File: config.mk
export PLATFORM = sky130hd
export DESIGN_NAME = fetch_sequencer
export DESIGN_NICKNAME = d
export VERILOG_FILES = /design/src/rtl/fetch_sequencer.sv
export SDC_FILE = /design/constraint.sdc
export NUM_CORES = 1
export LEC_CHECK = 0
export CORE_MARGIN = 10
export CORE_UTILIZATION = 26
export DETAILED_ROUTE_END_ITERATION = 10
export HOLD_SLACK_MARGIN = 0.03
export PLACE_DENSITY = 0.56
export RECOVER_POWER = 50
export SYNTH_ARGS = -nofsm -noshare
export SYNTH_HDL_FRONTEND = slang
export SYNTH_SLANG_ARGS = --single-unit
File: constraint.sdc
create_clock -name clk -period 16.51 [get_ports clk]
set_input_delay 4.1275 -clock clk [delete_from_list [all_inputs] [get_ports clk]]
set_output_delay 4.1275 -clock clk [all_outputs]
set_load 0.05 [all_outputs]
File: src/rtl/fetch_sequencer.sv
// Instruction-fetch controller: owns the fetch PC, reads word-addressed instruction
// memory and buffers {pc, instr} pairs in a small FIFO drained by decode.
module fetch_sequencer #(
    parameter logic [31:0] RESET_PC   = 32'h0000_0000,
    parameter int          MEM_WORDS  = 1024,
    parameter int          FIFO_DEPTH = 2
) (
    input  logic                          clk,
    input  logic                          reset_n,
    output logic [31:0]                   imem_addr,
    input  logic [31:0]                   imem_data,
    input  logic                          redirect_valid,
    input  logic [31:0]                   redirect_target,
    output logic                          instr_valid,
    output logic [31:0]                   instr_out,
    output logic [31:0]                   instr_pc,
    input  logic                          instr_ready,
    output logic [$clog2(FIFO_DEPTH):0]   occupancy,
    output logic                          fault,
    output logic [31:0]                   fault_pc
);

    localparam int             PW      = $clog2(FIFO_DEPTH);
    localparam logic [31:0]    LAST_PC = 32'(MEM_WORDS * 4 - 4);
    localparam logic [PW:0]    DEPTH   = (PW + 1)'(FIFO_DEPTH);
    localparam logic [PW:0]    OCC_ONE = (PW + 1)'(1);
    localparam logic [PW-1:0]  PTR_ONE = PW'(1);

    logic [31:0]   fetchPc_q, fetchPc_d;
    logic [PW-1:0] head_q, head_d;
    logic [PW-1:0] tail_q, tail_d;
    logic [PW:0]   occ_q, occ_d;
    logic          fault_q, fault_d;
    logic [31:0]   faultPc_q, faultPc_d;

    logic [31:0]   fifoInstr_q [FIFO_DEPTH];
    logic [31:0]   fifoPc_q    [FIFO_DEPTH];

    logic pop;
    logic push;
    logic pcLegal;
    logic doRedirect;
    logic targetBad;

    assign pcLegal    = (fetchPc_q <= LAST_PC) && (fetchPc_q[1:0] == 2'b00);
    assign pop        = (occ_q != '0) && instr_ready;
    assign push       = !fault_q && !redirect_valid && ((occ_q < DEPTH) || pop) && pcLegal;
    assign doRedirect = redirect_valid && !fault_q;
    assign targetBad  = (redirect_target[1:0] != 2'b00) || (redirect_target > LAST_PC);

    // A live redirect flushes the buffer and wins over any push or pop in the same cycle.
    always_comb begin
        fetchPc_d = fetchPc_q;
        head_d    = head_q;
        tail_d    = tail_q;
        occ_d     = occ_q;
        fault_d   = fault_q;
        faultPc_d = faultPc_q;
        if (doRedirect) begin
            head_d = '0;
            tail_d = '0;
            occ_d  = '0;
            if (targetBad) begin
                fault_d   = 1'b1;
                faultPc_d = redirect_target;
            end else begin
                fetchPc_d = redirect_target;
            end
        end else begin
            if (!fault_q && !pcLegal) begin
                fault_d   = 1'b1;
                faultPc_d = fetchPc_q;
            end
            if (push) begin
                tail_d    = tail_q + PTR_ONE;
                fetchPc_d = fetchPc_q + 32'd4;
            end
            if (pop) begin
                head_d = head_q + PTR_ONE;
            end
            if (push && !pop) begin
                occ_d = occ_q + OCC_ONE;
            end else if (pop && !push) begin
                occ_d = occ_q - OCC_ONE;
            end
        end
    end

    always_ff @(posedge clk or negedge reset_n) begin
        if (!reset_n) begin
            fetchPc_q <= RESET_PC;
            head_q    <= '0;
            tail_q    <= '0;
            occ_q     <= '0;
            fault_q   <= 1'b0;
            faultPc_q <= '0;
        end else begin
            fetchPc_q <= fetchPc_d;
            head_q    <= head_d;
            tail_q    <= tail_d;
            occ_q     <= occ_d;
            fault_q   <= fault_d;
            faultPc_q <= faultPc_d;
        end
    end

    // Storage needs no reset: the head is masked to zero whenever the buffer is empty.
    always_ff @(posedge clk) begin
        if (push) begin
            fifoInstr_q[tail_q] <= imem_data;
            fifoPc_q[tail_q]    <= fetchPc_q;
        end
    end

    assign imem_addr   = fetchPc_q;
    assign instr_valid = (occ_q != '0);
    assign instr_out   = instr_valid ? fifoInstr_q[head_q] : 32'h0;
    assign instr_pc    = instr_valid ? fifoPc_q[head_q] : 32'h0;
    assign occupancy   = occ_q;
    assign fault       = fault_q;
    assign fault_pc    = faultPc_q;

endmodule

==> summary.md <==
| Metric | Value |
|---|---|
| Critical Path RT | 16.84 ns |
| Die height | between 150 and 200 um |
| Nets | 864 |
| Internal Pwr Total | 0.001040 W |
| CTS tree | built |
| DR WL/cell | 19.15 um |
| PwrDens | 161.2 nW/um^2 |
| R2R depth | 4 |
| Maxcap violations | 4 |
| Total wire length | 23170 um |
| Top cell type by total area after synthesis | edfxtp_1 |
| Top FF cell, synth | edfxtp_1 |
| Slew margin rel. | -147.5% |
| Count leader, synth | edfxtp_1 |
| Post-CTS Repair Setup Buffers | 0 |
| Unrepaired setup endpoints after global routing | no |
| Synth area leaders | edfxtp_1, dfrtp_1, mux2i_1, mux2_4, nand2_1 |
| Remaining antenna violation count after routing | 0 |
| Largest net degree at the start of global routing | 70 |
| Die extent in x | 198.0 um |
| GPL Wtd Cong | 0.7961 |
| Clk_lat worst skew | 0.44 ns |
| Layout Area Growth over Synthesis | 35.52% |
| Failing checks | max-capacitance violations, max-slew violations |
| Layout Skew | about 0.016 ns |
| Sequential area share after synthesis | 67.59% |
| WP buf/inv | 1 |
| CP Launch Type | primary input |
| CP Max Fanout | 49 |
| Post-Synthesis Net Count | between 600 and 700 |
| Worst Hold End | fault_pc[4] |
| Total track usage | 11.83% |
| Initial Utilization | 26.25% |
| Clock Path Buffers | 2 |
| Yosys reg bits | roughly 200 |
| Top layer in use | met4 |
| Post-synthesis cell area | 8242 um^2 |
| FF-to-FF End | fault_pc[23] |
| Fin crit share | 51.58% |
| Cells after Synth | between 600 and 700 |
| Ys async rst share | approximately a third |
| DP Cell Count | 1178 |
| Initial detailed-routing violation count | 233 |
| Worst path slowest cell | nor2b_1 |
| Via count | 5314 |
| Hold WC Path Type | reg -> reg |
| Fin. Hold Viols | 0 |
| Cts repair resizes | 0 |
| Final number of max-transition violations | 186 |
| CP Cell Sequence | dlygate4sd3_1 > nor2b_1 > o21ai_1 > nand2_2 > mux2_2 |
| Min Tclk post-route | 8.515 ns |
| R2R setup slack | ~12 ns |
| CTS Buf Count | 17 |
| Io pins | 200 |
| Area of the multi-input gates | 2501 um^2 |
| Net Sw Power | 0.0007599 W |
| CTS Sinks | 197 |
| Final routed DRC violation total | 0 |
| RR Startpoint | fault |
| Worst Setup SP | redirect_valid |
| Ant diodes | 0 |
| First-pass GRT wire length | 35070 um |
| Final std cells w/o fill | ~1200 |
| # rows | 65 |
| Static Leakage | 4.521 nW |
| Fin Setup TNS | 0 ns |
| Final HPWL from detailed placement | ~16000 um |
| Delay-heaviest family, CP | simple AND/OR/NAND/NOR gates |
| Antenna violations before repair | 0 |
| Critical Path AT | between 8 and 9 ns |
| Clk root buf | clkbuf_16 |
| Fmax | 0.1174 GHz |
| Number of I/O port buffers | 199 |
| Post-synth top area share | 46.64% |
| CTS Hold Bufs | 0 |
| Layout cell share with drive strength beyond 1 | about a tenth |
| Max incr delay on CP | roughly 2.4 ns |
| Net Sw Frac | 42.21% |
| Mean Syn Cell Area | between 10 and 15 um^2 |
| Met2 WL | 10580 um |
| Clock power frac | 23.0% |
| Hold path depth | 1 |
| Vias in the first global route | 5550 |
| GRT overflow | 0 |
| Worst Setup End Kind | flip-flop |
| CTS clk-pin slew, worst paths | 0.08 ns |
| Metal-1 WL | 10860 um |
| Synth unique cells | 42 |
| FILL cells | 3082 |
| Final setup fails | 0 |
| Met3 Wirelength | 1411 um |
| Setup Crit Path Kind | in -> reg |
| Fraction of power consumed by sequential logic | between 30% and 40% |
| Hold_sp | fault_pc[4] |
| Yosys warning total | 0 |
| Maximum vdd drop | roughly 0.07 mV |
| Post-synth top cells | edfxtp_1, nand2_1, nor2_1 |
| Comb pwr share | 42.3% |
| FF+latch area | 5574 um^2 |
| Core Footprint | 31390 um^2 |
| Via/cell ratio | 4.392 |
| Post-synth EDFFs | around 130 |
| Worst Tran Pin Value | 3.713 ns |
| Die area | about 40000 um^2 |
| Outcome | complete, but fails checks |
| Htree depth | 4 |
| First drt pass iteration count | 4 |
| Power Total | around 0.0018 W |
## metrics by stage
stage	instance area [um^2]	setup WS [ns]	hold slack, ns	util, %
final	11170	7.995	0.5125	35.58
after floorplan	8242	5.238	0.5227	-
after detailed placement	10620	9.280	0.4933	33.84
after global placement	10620	9.369	0.4984	33.84
after CTS	11190	9.202	0.5231	35.66
after global routing	11170	7.634	0.5269	35.58
## worst max path at each step
stage                        endpoint  slack (ns)  depth (start not counted)
global placement         fault_pc[24]        9.37                          5
floorplan           fifoInstr_q[0][0]        5.24                          3
CTS                      instr_pc[12]        9.20                          4
detailed placement       fault_pc[24]        9.28                          5
global route             fault_pc[31]        7.63                          5
finish                   fault_pc[23]        7.99                          5
## layout by cell type, fill, tap and decap left out, types with 2 or more instances in the layout
| master | n |
|---|---|
| edfxtp_1 | 128 |
| clkdlybuf4s50_1 | 109 |
| nand2_1 | 105 |
| dlygate4sd3_1 | 89 |
| nor2_1 | 75 |
| dfrtp_1 | 68 |
| mux2i_1 | 64 |
| mux2_4 | 29 |
| clkbuf_16 | 17 |
| and2_1 | 15 |
| nor4_1 | 9 |
| nor2b_1 | 8 |
| a21oi_1 | 8 |
| o21ai_0 | 7 |
| o22a_1 | 6 |
| nor4_2 | 5 |
| inv_6 | 5 |
| nor3_1 | 4 |
| xnor2_1 | 4 |
| nand3_1 | 4 |
| o2bb2ai_1 | 4 |
| clkinv_4 | 4 |
| inv_1 | 3 |
| a2bb2oi_1 | 3 |
| mux2_2 | 3 |
| clkinv_2 | 3 |
| buf_4 | 3 |
| o22ai_1 | 2 |
| inv_8 | 2 |
## metal layers
layer  up-vias  GRT usage (%)
li1       2526              -
met1      2607          15.55
met2       160          18.26
met3        21          3.565
met4         0          3.702
met5         -              0
## registers in the layout, summed over array words and instances (netlist names)
register and count:
fifoInstr_q 64, fifoPc_q 64, fault_pc 32, imem_addr 32, occupancy 2, fault 1, head_q 1, tail_q 1
## logic make-up (layout without fill, tap and decap cells)
logic type	count (synthesis)	count (layout)	share of synthesized area [%]
buffers and inverters	34	237	2.125
and+or+nand+nor	236	236	12.98
muxes	97	97	13.60
adders and majority gates	1	1	0.1518
AOI/OAI and AO/OA	35	35	3.021
DFF	197	197	67.59
xor gates and xnor gates	5	5	0.5313
## worst reg2reg max path, cell delays in order (launching register included)
cell     delay [ns]
dfrtp_1        0.41
nor2b_1        2.41
o21ai_1        0.32
nand2_2        0.98
mux2_2         0.42
## cell type report
cell class / instances / share of cell area [%]
repair buffers: 202 / 17.98
clock inverters: 15 / 1.311
clock buffers: 17 / 3.809
flip-flops and latches: 197 / 49.90
inverters: 3 / 0.1008
well taps: 402 / 4.503
multi-input cells: 374 / 22.39
## power by group through the flow
stage / sequential [W] / combinational [W] / clock [W]
2_1_floorplan: 0.000712 / 0.000430 / 0
3_3_place_gp: 0.000637 / 0.000783 / 0
3_5_place_dp: 0.000636 / 0.000785 / 0
4_1_cts: 0.000627 / 0.000787 / 0.000428
5_1_grt: 0.000632 / 0.000805 / 0.000448
6_report: 0.000625 / 0.000761 / 0.000414
No activity file was read; power rests on OpenSTA's default activity.
